**src/rtl/pacman_pkg.sv**
```systemverilog
// Shared types and constants for the pacman game-state controller and collision_detect.
package pacman_pkg;

    typedef enum logic [2:0] {
        NONE   = 3'd0,
        WALL   = 3'd1,
        DOT    = 3'd2,
        PILL   = 3'd3,
        GHOST1 = 3'd4,
        GHOST2 = 3'd5
    } coll_t;

    typedef enum logic [2:0] {
        READY = 3'd0,
        PLAY  = 3'd1,
        DYING = 3'd2,
        OVER  = 3'd3,
        WON   = 3'd4
    } game_state_t;

    localparam int unsigned SCORE_W          = 16;
    localparam int unsigned LIVES_W          = 2;
    localparam int unsigned DOTS_W           = 8;
    localparam int unsigned PTS_DOT          = 10;
    localparam int unsigned PTS_PILL         = 50;
    localparam int unsigned PTS_GHOST_BASE   = 200;
    localparam int unsigned EXTRA_LIFE_SCORE = 10000;

    // Score addition clamped at all-ones.
    function automatic logic [SCORE_W-1:0] sat_add(input logic [SCORE_W-1:0] a,
                                                   input logic [SCORE_W-1:0] b);
        logic [SCORE_W:0] sum;
        sum = {1'b0, a} + {1'b0, b};
        return sum[SCORE_W] ? '1 : sum[SCORE_W-1:0];
    endfunction

endpackage

```
**src/rtl/step_timer.sv**
```systemverilog
// Loadable down-counter advanced by a step enable, with a registered zero flag.
module step_timer #(
    parameter int unsigned W = 9
) (
    input  logic         clk_i,
    input  logic         rst_i,
    input  logic         clear_i,
    input  logic         load_i,
    input  logic [W-1:0] load_val_i,
    input  logic         dec_i,
    output logic         zero_o
);

    logic [W-1:0] count_q, count_d;
    logic         zero_q;

    // Clear beats load beats decrement; the count parks at zero.
    always_comb begin
        count_d = count_q;
        if (clear_i) begin
            count_d = '0;
        end else if (load_i) begin
            count_d = load_val_i;
        end else if (dec_i && (count_q != '0)) begin
            count_d = count_q - W'(1);
        end
    end

    always_ff @(posedge clk_i) begin
        if (rst_i) begin
            count_q <= '0;
            zero_q  <= 1'b1;
        end else begin
            count_q <= count_d;
            zero_q  <= (count_d == '0);
        end
    end

    assign zero_o = zero_q;

endmodule

```
**src/rtl/pacman_game_ctrl.sv**
```systemverilog
// Per-step game-state controller: score, lives, dots, frightened timer, death freeze, win/over.
// Optional bonus life at 10000 points is built only when EXTRA_LIFE_EN is defined.
module pacman_game_ctrl
    import pacman_pkg::*;
#(
    parameter int unsigned TOTAL_DOTS        = 244,
    parameter int unsigned START_LIVES       = 3,
    parameter int unsigned POWER_STEPS       = 360,
    parameter int unsigned DEATH_STEPS       = 120,
    parameter int unsigned DOT_POINTS        = PTS_DOT,
    parameter int unsigned PILL_POINTS       = PTS_PILL,
    parameter int unsigned GHOST_BASE_POINTS = PTS_GHOST_BASE
) (
    input  logic               CLOCK_50,
    input  logic               reset,
    input  logic               step,
    input  logic               start,
    input  logic [2:0]         collision_type,
    output logic [SCORE_W-1:0] score,
    output logic [LIVES_W-1:0] lives,
    output logic [DOTS_W-1:0]  dots_left,
    output logic               power_mode,
    output logic               freeze,
    output logic [1:0]         ghost_eaten,
    output logic               respawn,
    output logic               game_over,
    output logic               game_won
);

    localparam int unsigned PWR_W = $clog2(POWER_STEPS + 1);
    localparam int unsigned DIE_W = $clog2(DEATH_STEPS + 1);

    localparam logic [2:0] S_READY = 3'(READY);
    localparam logic [2:0] S_PLAY  = 3'(PLAY);
    localparam logic [2:0] S_DYING = 3'(DYING);
    localparam logic [2:0] S_OVER  = 3'(OVER);
    localparam logic [2:0] S_WON   = 3'(WON);

    logic [2:0]         state_q, state_d;
    logic [SCORE_W-1:0] score_q, score_d;
    logic [LIVES_W-1:0] lives_q, lives_d;
    logic [DOTS_W-1:0]  dots_q, dots_d;
    logic [1:0]         mult_q, mult_d;
    logic [1:0]         ghost_eaten_q, ghost_eaten_d;
    logic               respawn_q, respawn_d;
    logic               freeze_q, game_over_q, game_won_q;
    logic               pwr_clear, pwr_load, pwr_dec, pwr_zero;
    logic               die_load, die_dec, die_zero;
    logic               eat;
`ifdef EXTRA_LIFE_EN
    logic               bonus_q, bonus_d;
`endif

    step_timer #(.W(PWR_W)) u_power_timer (
        .clk_i      (CLOCK_50),
        .rst_i      (reset),
        .clear_i    (pwr_clear),
        .load_i     (pwr_load),
        .load_val_i (PWR_W'(POWER_STEPS)),
        .dec_i      (pwr_dec),
        .zero_o     (pwr_zero)
    );

    // Loaded one short so the step that finds it at zero is the last frozen step.
    step_timer #(.W(DIE_W)) u_death_timer (
        .clk_i      (CLOCK_50),
        .rst_i      (reset),
        .clear_i    (1'b0),
        .load_i     (die_load),
        .load_val_i (DIE_W'(DEATH_STEPS - 1)),
        .dec_i      (die_dec),
        .zero_o     (die_zero)
    );

    always_comb begin
        state_d       = state_q;
        score_d       = score_q;
        lives_d       = lives_q;
        dots_d        = dots_q;
        mult_d        = mult_q;
        ghost_eaten_d = 2'b00;
        respawn_d     = 1'b0;
        pwr_clear     = 1'b0;
        pwr_load      = 1'b0;
        pwr_dec       = 1'b0;
        die_load      = 1'b0;
        die_dec       = 1'b0;
        eat           = 1'b0;
`ifdef EXTRA_LIFE_EN
        bonus_d       = bonus_q;
`endif
        case (state_q)
            S_READY: begin
                if (start) begin
                    state_d = S_PLAY;
                end
            end
            S_PLAY: begin
                if (step) begin
                    pwr_dec = 1'b1;
                    case (collision_type)
                        DOT: begin
                            if (dots_q != '0) begin
                                eat     = 1'b1;
                                score_d = sat_add(score_q, SCORE_W'(DOT_POINTS));
                                dots_d  = dots_q - DOTS_W'(1);
                            end
                        end
                        PILL: begin
                            if (dots_q != '0) begin
                                eat      = 1'b1;
                                score_d  = sat_add(score_q, SCORE_W'(PILL_POINTS));
                                dots_d   = dots_q - DOTS_W'(1);
                                pwr_load = 1'b1;
                                mult_d   = 2'd0;
                            end
                        end
                        GHOST1, GHOST2: begin
                            if (!pwr_zero) begin
                                score_d       = sat_add(score_q, SCORE_W'(GHOST_BASE_POINTS) << mult_q);
                                ghost_eaten_d = (collision_type == GHOST1) ? 2'b01 : 2'b10;
                                if (mult_q != 2'd3) begin
                                    mult_d = mult_q + 2'd1;
                                end
                            end else begin
                                lives_d   = lives_q - LIVES_W'(1);
                                pwr_clear = 1'b1;
                                die_load  = 1'b1;
                                state_d   = S_DYING;
                            end
                        end
                        default: ;
                    endcase
                    // Last dot ends the level on this same update.
                    if (eat && (dots_d == '0)) begin
                        pwr_clear = 1'b1;
                        state_d   = S_WON;
                    end
                end
            end
            S_DYING: begin
                if (step) begin
                    die_dec = 1'b1;
                    if (die_zero) begin
                        if (lives_q == '0) begin
                            state_d = S_OVER;
                        end else begin
                            respawn_d = 1'b1;
                            state_d   = S_PLAY;
                        end
                    end
                end
            end
            S_OVER, S_WON: begin
                if (start) begin
                    state_d   = S_READY;
                    score_d   = '0;
                    lives_d   = LIVES_W'(START_LIVES);
                    dots_d    = DOTS_W'(TOTAL_DOTS);
                    mult_d    = 2'd0;
                    respawn_d = 1'b1;
`ifdef EXTRA_LIFE_EN
                    bonus_d   = 1'b0;
`endif
                end
            end
            default: begin
                state_d = S_READY;
            end
        endcase
`ifdef EXTRA_LIFE_EN
        // One bonus life per game on first reaching the threshold.
        if (!bonus_q && (score_d >= SCORE_W'(EXTRA_LIFE_SCORE))) begin
            bonus_d = 1'b1;
            if (lives_d != '1) begin
                lives_d = lives_d + LIVES_W'(1);
            end
        end
`endif
    end

    always_ff @(posedge CLOCK_50) begin
        if (reset) begin
            state_q       <= S_READY;
            score_q       <= '0;
            lives_q       <= LIVES_W'(START_LIVES);
            dots_q        <= DOTS_W'(TOTAL_DOTS);
            mult_q        <= 2'd0;
            ghost_eaten_q <= 2'b00;
            respawn_q     <= 1'b0;
            freeze_q      <= 1'b1;
            game_over_q   <= 1'b0;
            game_won_q    <= 1'b0;
`ifdef EXTRA_LIFE_EN
            bonus_q       <= 1'b0;
`endif
        end else begin
            state_q       <= state_d;
            score_q       <= score_d;
            lives_q       <= lives_d;
            dots_q        <= dots_d;
            mult_q        <= mult_d;
            ghost_eaten_q <= ghost_eaten_d;
            respawn_q     <= respawn_d;
            freeze_q      <= (state_d != S_PLAY);
            game_over_q   <= (state_d == S_OVER);
            game_won_q    <= (state_d == S_WON);
`ifdef EXTRA_LIFE_EN
            bonus_q       <= bonus_d;
`endif
        end
    end

    assign score       = score_q;
    assign lives       = lives_q;
    assign dots_left   = dots_q;
    assign power_mode  = ~pwr_zero;
    assign freeze      = freeze_q;
    assign ghost_eaten = ghost_eaten_q;
    assign respawn     = respawn_q;
    assign game_over   = game_over_q;
    assign game_won    = game_won_q;

endmodule
```
**config.mk**
```make
export PLATFORM = sky130hd
export DESIGN_NAME = pacman_game_ctrl
export DESIGN_NICKNAME = d
export VERILOG_FILES = /design/src/rtl/pacman_pkg.sv /design/src/rtl/step_timer.sv /design/src/rtl/pacman_game_ctrl.sv
export SDC_FILE = /design/constraint.sdc
export NUM_CORES = 1
export LEC_CHECK = 0
export CORE_MARGIN = 2
export CORE_UTILIZATION = 48
export DETAILED_ROUTE_END_ITERATION = 16
export GPL_ROUTABILITY_DRIVEN = 0
export PLACE_DENSITY = 0.72
export SLEW_MARGIN = 5
export SYNTH_ARGS = -nofsm -noshare
export SYNTH_HDL_FRONTEND = slang
export SYNTH_SLANG_ARGS = --single-unit
```
**constraint.sdc**
```tcl
create_clock -name CLOCK_50 -period 2.5 [get_ports CLOCK_50]
set_clock_uncertainty 0.1 [all_clocks]
set_input_delay 0.5 -clock CLOCK_50 [delete_from_list [all_inputs] [get_ports CLOCK_50]]
set_output_delay 0.5 -clock CLOCK_50 [all_outputs]
set_load 0.1 [all_outputs]
```
# Word-level counts from Yosys, hierarchy flattened
# Index checks and enable logic that the tools add are counted.
# totals
regBits	55
latch_bits	0
mem_bits_rw	0
mem_bits_ro	0
inputBits	7
output_inout_bits	33
wordCells	136
memories	0
# classes
add_sub_neg	8
multipliers	0
div_mod_pow	0
order_cmp	0
n_eq_ne	22
shift	1
muxes	67
n_bitwise	4
n_reduce_logical	20
# ops
operator	count
16-bit two-way mux	8
8-bit two-way mux	6
16-bit case mux with 3 select lines	1
16-bit case mux with 2 select lines	1
9-bit two-way mux	3
3-bit two-way mux	8
2-bit two-way mux	11
1-bit two-way mux	21
16-bit by 16-bit adder with 17-bit output	1
16-bit by 4-bit adder with 17-bit output (second input constant)	1
16-bit by 6-bit adder with 17-bit output (second input constant)	1
8-bit case mux with 2 select lines	1
8-bit by 2-bit left shift with 16-bit output (first input constant)	1
3-bit by 2-bit equality test with 1-bit output (second input constant)	5
7-bit two-way mux	2
7-bit AND reduction	2
3-bit equality test (second input constant)	4
3-bit inequality test (second input constant)	4
2-bit case mux with 2 select lines	3
3-bit case mux with 4 select lines	1
9-bit logical NOT	1
9-bit nonzero test	1
9-bit by 1-bit subtractor with 9-bit output (second input constant)	1
8-bit logical NOT	1
other kinds (22)	33

# Logic depth before layout (Yosys ltp)
# Gate-level depths: netlist (run 1).
# depth
word_depth	12
ltp_mapped	12
ltp_nobuf	12

# Cells and area by module
# Synthesis (run 1) repeated with hierarchy kept, for this count alone.
# unflattened
hier_cells	558
hier_area_um2	4332.9
# modules_own_cells
module	instances	cells_per_inst	area_per_inst_um2	seq_area_each_um2
pacman_game_ctrl	1	416	3188.1	740.7
step_timer at u_power_timer	1	79	633.1	200.2
step_timer at u_death_timer	1	63	511.7	160.2

# Least setup slack after synthesis (run 1)
# No wires, ideal clock.
# synth_path
path_kind	flip-flop to flip-flop
from	register dots_q[0], in the netlist dots_left[0]
to	register u_power_timer.count_q[1]
setup_ns	0.133
arrival_time_ns	3.007
t_required_ns	2.267
slack_ns	-0.740
path_stages_with_launch	11
n_path_buf	1
period_less_slack_ns	3.240
cell_sequence	dfxtp_1 inv_1 ha_1 and3b_1 clkbuf_1 or4b_1 a21oi_1 o2111ai_2 o21ai_4 or2_4 a211oi_1
# synth_via
elab_chain_cells	11
word_cells_on_any_way	20
cone_classes	add/sub: 1; mux: 16; reduce/logical: 3
# synth_lines
item	line	rtl
start, declared	pacman_game_ctrl.sv:42	logic [DOTS_W-1:0] dots_q, dots_d;
start signal, assigned	pacman_game_ctrl.sv:187	dots_q <= DOTS_W'(TOTAL_DOTS);
start signal, assigned	pacman_game_ctrl.sv:201	dots_q <= dots_d;
8-bit by 1-bit subtractor with 8-bit output / 8-bit nonzero test (equally long branches)	n/a	
8-bit two-way mux	pacman_game_ctrl.sv:103, pacman_game_ctrl.sv:110	
8-bit two-way mux	n/a	
8-bit two-way mux	pacman_game_ctrl.sv:99	if (step) begin
8-bit two-way mux	pacman_game_ctrl.sv:92	case (state_q)
8-bit logical NOT	pacman_game_ctrl.sv:135	if (eat && (dots_d == '0)) begin
1-bit logical AND	pacman_game_ctrl.sv:135	
1-bit two-way mux	pacman_game_ctrl.sv:135	
1-bit two-way mux	pacman_game_ctrl.sv:99	
1-bit two-way mux	pacman_game_ctrl.sv:92	
9-bit two-way mux *	step_timer.sv:20	if (clear_i) begin
end signal, assigned	step_timer.sv:34	count_q <= count_d;
end, declared	step_timer.sv:14	logic [W-1:0] count_q, count_d;
# Mark *: on every way between the ends. The rest lies on a longest branch, timed or not. The select of a mux whose other input is x is not followed.
# A chain may end at the register's enable or synchronous reset.

# Worst setup path in the final report (run 1)
# layout_path
from	register mult_q[0]
to	register score_q[8], in the netlist score[8]
# layout_via
elab_chain_cells	7
# layout_lines
item	line	rtl
start, declared	pacman_game_ctrl.sv:43	logic [1:0] mult_q, mult_d;
start signal, assigned	pacman_game_ctrl.sv:202	mult_q <= mult_d;
8-bit by 2-bit left shift with 16-bit output	pacman_game_ctrl.sv:120	score_d = sat_add(score_q, SCORE_W'(GHOST_BASE_POINTS) << mult_q);
16-bit by 16-bit adder with 17-bit output	pacman_pkg.sv:33	sum = {1'b0, a} + {1'b0, b};
16-bit two-way mux	pacman_pkg.sv:34	return sum[SCORE_W] ? '1 : sum[SCORE_W-1:0];
16-bit two-way mux	pacman_game_ctrl.sv:119	if (!pwr_zero) begin
16-bit case mux with 3 select lines	pacman_game_ctrl.sv:101	case (collision_type)
16-bit two-way mux	pacman_game_ctrl.sv:99	
16-bit case mux with 2 select lines	pacman_game_ctrl.sv:92	
end signal, assigned	pacman_game_ctrl.sv:199	score_q <= score_d;
end, declared	pacman_game_ctrl.sv:40	logic [SCORE_W-1:0] score_q, score_d;
# Every way passes these cells. The select of a mux whose other input is x is not followed.

==> metrics.csv, run 1 <==
metric;value;unit
Worst Tran Pin Value;0.667;ns
IO Port Bufs;39;
Synth area leaders;dfxtp_1, a21oi_1, ha_1;
total CTS buffers;5;
sequential power share;43.4;%
switching power;0.758;mW
RSZ-0062 raised after global routing;yes;
routed len/inst;18.0;µm
CTS root buf;clkbuf_8;
CP bufs+invs;2;
num rows;33;
# hold bufs at CTS;0;
Comb power frac;29.2;%
HP Class;reg2reg;
H-tree depth;2;
Worst path max stage delay;0.37;ns
Post-synth EDFFs;0;
die footprint;9250;µm²
CTS sink count;55;
ys async rst share;0;%
Place WS;-0.654;ns
vias in the first global route;4523;
TritonCTS clock tree;yes;
Slew Limit Fails;0;
Critical Path Start Type;flop;
top-area cell type share of the netlist area;27.0;%
largest area contributor in the netlist;dfxtp_1;
vias post-DR;4751;
drt via density;6.31;
Inserted Diodes;0;
Synth Flop Type;dfxtp_1;
CP max-delay cell;dfxtp_2;
FMAX;401;MHz
CP Class;reg2reg;
crit-path cells;inv_2 -> ha_4 -> inv_2 -> ha_4 -> a2111oi_4 -> o21ai_1 -> a31o_2 -> a21o_1 -> o21ai_2 -> o21ai_1 -> mux2_4;
initial core utilization;49.6;%
worst-path maximum fanout;3;
Hold Vio Cnt, Final;0;
fin util;70.2;%
Int Power;1.41;mW
Setup Viol. Count Final;0;
detailed-route DRC error count;0;
Finished Cell Area;5770;µm²
leakage power;2.18;nW
post-route clock period utilization;99.8;%
status;completed;
# nets final;673;
All-Layer GR Usage;29.1;%
Post-Syn Nets;558;
Detailed Route Iter0 Violations;386;
yosys warns;0;
Worst Slack Setup Final;0.00610;ns
Power Density;375;nW/µm²
switching portion of total power;35.0;%
P&R area growth vs syn;41.4;%
synthesized area;4080;µm²
CP Capture Type;flop;
CP top delay family;compound AO/OA/AOI/OAI gates;
Slew HR;55.1;%
Bufs on Longest Clock Path;2;
# IOs;40;
die width;96.2;µm
Synth Register Bits;55;
final antenna-violating net count;0;
placed cell areas;5240;µm²
hold_ws;0.409;ns
clock latency at the later pin of the worst-skew pair;0.33;ns
min cycle time layout;2.49;ns
drt first pass iters;5;
first-pass GRT wire length;21.2;mm
global route overflow;0;
routed wire length;13.6;mm
core region area;8220;µm²
Gate Count Post-Synth;532;
antenna violations before repair;0;
post-DP HPWL;9.64;mm
worst vdd ir;0.235;mV
Reg clk slew, reported paths;0.11;ns
largest net degree at the start of global routing;42;
Die Height;96.2;µm
share of layout cells above drive strength 1;37.3;%
sequential area share after synthesis;27.0;%
Avg Cell Area, Syn;7.66;µm²
post-synthesis cell type count;74;
Data arrival, critical path;2.62;ns
maxcap violations;0;
WP data required;2.63;ns
Clock power frac;27.4;%
[power groups by stage]
stage                     Clock (mW)  Sequential (mW)  Combinational (mW)
after global placement             0            0.955               0.560
final                          0.593            0.939               0.631
after CTS                      0.598            0.935               0.591
after detailed placement           0            0.954               0.572
after floorplan                    0             1.01               0.315
after global routing           0.637            0.944               0.677
[path summary, 6_finish.rpt]
path	start	endpoint	slack [ns]	cells after the start
max	mult_q[0]	score[8]	0.006	11
min	score[15]	score[15]	0.41	1
max reg2reg	mult_q[0]	score[8]	0.006	11
min reg2reg	score[15]	score[15]	0.41	1
[synthesized netlist by cell type (5+ instances only)]
library cell	n
dfxtp_1	55
a21oi_1	50
nand2_1	50
nor2_1	38
o21ai_0	33
clkbuf_1	28
inv_1	22
nor3_1	22
ha_1	18
nand3_1	15
nor4_1	12
xnor2_1	11
xor2_1	11
a211oi_1	9
nand4_1	8
a31oi_1	7
or3_1	7
a21o_1	6
nand2b_1	6
o31ai_1	6
or2_2	6
mux2i_1	5
nand3b_1	5
nor2b_1	5
o211ai_1	5
[per-stage QoR]
step	TNS, ns	std cells	total power [mW]
floorplan	-0.388	532	1.32
global placement	-10.31	740	1.51
detailed placement	-13.82	740	1.53
CTS	-0.00327	751	2.12
global route	-0.494	753	2.26
finish	0	753	2.16
[sequential cells by signal (all words and copies together) (netlist names), 2 cells and up]
signal                 cells
mult_q                     2
lives                      2
u_death_timer.count_q      7
dots_left                  8
ghost_eaten                2
state_q                    3
score                     16
u_power_timer.count_q      9
[logic make-up (layout without fill, tap and decap cells)]
family / after synthesis / after routing / synth area share [%]
flip-flops: 55 / 55 / 27.0
adder cells (fa/ha/maj): 19 / 19 / 6.01
multiplexers: 6 / 6 / 1.50
XOR/XNOR: 22 / 22 / 4.73
AND/OR/NAND/NOR: 206 / 206 / 26.8
AO/OA/AOI/OAI: 170 / 170 / 28.9
buffers and inverters: 54 / 170 / 5.09
[timing repair]
item	in CTS	in global routing
pin swaps	13	20
buffers inserted	3	2
setup endpoints to repair	30	33
endpoints found under the hold margin	0	0
resized for setup	33	47
[area by class of cell]
cell class / instances / area, µm²
fill: 641 / 2450
multi-input combinational: 423 / 3180
inverter: 22 / 85.1
clock buffer: 7 / 97.6
sequential: 55 / 1180
clock inverter: 1 / 8.76
timing repair buffer: 140 / 1090
tap: 105 / 131
[per-layer routing]
metal	track usage [%]	vias up	share of wire (%)
met5	0	-	0
met4	12.5	0	2.4
met3	4.23	37	7.5
met2	50.0	232	50
met1	36.0	2245	40
li1	-	2237	-
[cells in the final DEF (no fill, tap or decap), drive strengths merged, types with 5 or more instances in the layout]
cell type,count
nor4,12
a21oi,50
xnor2,11
o21ai,36
a31oi,7
buf,134
xor2,11
nor2b,5
o211ai,5
a211oi,9
or3,7
dfxtp,55
nor2,39
a21o,6
nand4,8
nand2b,6
clkbuf,7
or2,7
ha,18
nor3,22
nand2,50
nand3b,5
mux2i,5
o31ai,7
inv,23
nand3,15
[worst register-to-register path, cell delays in order (launching register included)]
cell and delay [ns]:
dfxtp_2 0.37, inv_2 0.06, ha_4 0.28, inv_2 0.05
ha_4 0.16, a2111oi_4 0.28, o21ai_1 0.14, a31o_2 0.27
a21o_1 0.19, o21ai_2 0.16, o21ai_1 0.08, mux2_4 0.27
(Power assumes the default switching activity.)
==> run 2, diff against run 1 <==
--- a/config.mk
+++ b/config.mk
@@ -5,11 +5,12 @@
 export SDC_FILE = /design/constraint.sdc
 export NUM_CORES = 1
 export LEC_CHECK = 0
+export CORE_ASPECT_RATIO = 0.75
 export CORE_MARGIN = 2
 export CORE_UTILIZATION = 48
 export DETAILED_ROUTE_END_ITERATION = 16
 export GPL_ROUTABILITY_DRIVEN = 0
-export PLACE_DENSITY = 0.72
+export PLACE_DENSITY = 0.69
 export SLEW_MARGIN = 5
 export SYNTH_ARGS = -nofsm -noshare
 export SYNTH_HDL_FRONTEND = slang
==> constraint.sdc (replaced) <==
create_clock -name CLOCK_50 -period 2.65 [get_ports CLOCK_50]
set_clock_uncertainty 0.1 [all_clocks]
set_input_delay 0.53 -clock CLOCK_50 [delete_from_list [all_inputs] [get_ports CLOCK_50]]
set_output_delay 0.53 -clock CLOCK_50 [all_outputs]
set_load 0.1 [all_outputs]
==> metrics.csv, run 2 (synthesis gave the netlist of run 1 again) <==
metric;value;unit
status;completed;
num rows;29;
worst-path maximum fanout;5;
Setup Viol. Count Final;0;
clock latency at the later pin of the worst-skew pair;0.30;ns
Fillers;718;
post-route clock period utilization;96.2;%
IO Port Bufs;39;
routed len/inst;17.3;µm
HP Class;reg2reg;
Critical Path Start Type;flop;
Die Height;83.8;µm
WP data required;2.76;ns
Slew Limit Fails;0;
post-DP HPWL;9.72;mm
die width;110;µm
All-Layer GR Usage;27.4;%
drt first pass iters;6;
Data arrival, critical path;2.66;ns
leakage power;2.14;nW
antenna violations before repair;0;
Bufs on Longest Clock Path;2;
CTS root buf;clkbuf_16;
# nets final;665;
P&R area growth vs syn;34.3;%
Reg2Reg Setup Slack;0.10;ns
setup TNS;0;ns
vias in the first global route;4327;
worst vdd ir;0.436;mV
Power Density;392;nW/µm²
detailed-route DRC error count;0;
commonest non-fill, non-tap cell in the layout;buf_4;
share of layout cells above drive strength 1;31.6;%
CTS sink count;55;
# IOs;40;
core region area;8350;µm²
max reg flops;16;
routed wire length;12.9;mm
first-pass GRT wire length;21.0;mm
H-tree depth;2;
vias post-DR;4606;
global route overflow;0;
FMAX;392;MHz
Pwr Total;2.15;mW
Detailed Route Iter0 Violations;428;
final antenna-violating net count;0;
Hold Vio Cnt, Final;0;
maxcap violations;0;
CP Class;reg2reg;
placed cell count;737;
# hold bufs at CTS;0;
leading cell types in the layout, fill and taps excluded;buf_4, nand2_1, a21oi_1;
drt via density;6.16;
area of all sequential standard cells;1140;µm²
Slew HR;49.3;%
Worst Tran Pin Value;0.753;ns
die footprint;9260;µm²
fin cells;748;
total CTS buffers;5;
Inserted Diodes;0;
Reg clk slew, reported paths;0.08;ns
CP Capture Type;flop;
initial core utilization;48.9;%
TritonCTS clock tree;yes;
largest net degree at the start of global routing;26;
min cycle time layout;2.55;ns
area of the multi-input gates;2960;µm²
run 2: final cells by class:
type	instances	area share (%)
clock inverters	3	0.503
inverters	22	1.51
flip-flops and latches	55	20.8
repair buffers	132	18.4
clock buffers	5	2.28
multi-input cells	423	54.0
well taps	108	2.47
run 2: metal layers:
metal / track usage [%] / share of wire [%] / vias to the layer above / routed length [µm]
li1: - / - / 2213 / -
met1: 39.6 / 46 / 2179 / 5970
met2: 42.3 / 43 / 199 / 5590
met3: 6.03 / 9.4 / 15 / 1220
met4: 4.89 / 0.98 / 0 / 127
met5: 0 / 0 / - / 0
run 2: stage by stage:
stage               setup slack (ns)  area [µm²]  hold slack (ns)  util (%)
finish                         0.101        5480            0.398      65.6
global route                -0.00434        5480            0.421      65.6
CTS                          0.00381        5370            0.399      64.3
detailed placement            -0.572        5120            0.388      61.3
global placement              -0.480        5120            0.380      61.3
floorplan                   -0.00896        4120            0.352         -
run 2: what timing repair did:
| item | in CTS | in global routing |
|---|---|---|
| pin swaps | 6 | 7 |
| resized for setup | 22 | 25 |
| buffers inserted | 3 | 0 |
| endpoints found under the setup margin | 19 | 22 |
| gates cloned | 0 | 0 |
run 2: path summary, 6_finish.rpt:
check                      startpoint                        to  depth (start not counted)
min          u_power_timer.count_q[8]  u_power_timer.count_q[8]                          2
max reg2reg              dots_left[4]                 score[11]                          7
min reg2reg  u_power_timer.count_q[8]  u_power_timer.count_q[8]                          2
max                      dots_left[4]                 score[11]                          7
run 2: power breakdown:
group / leakage, nW / internal (mW) / switching (mW) / total, mW
sequential: 0.455 / 0.855 / 0.0407 / 0.896
combinational: 1.61 / 0.208 / 0.344 / 0.552
clock: 0.0719 / 0.360 / 0.340 / 0.700
run 2: critical path, cell delays in order (launching register included):
cell and delay (ns):
dfxtp_2 0.32, or4_1 0.60, o41a_4 0.41, buf_4 0.17, o31ai_4 0.34, a31oi_1 0.07, or3b_1 0.37, o31ai_1 0.08
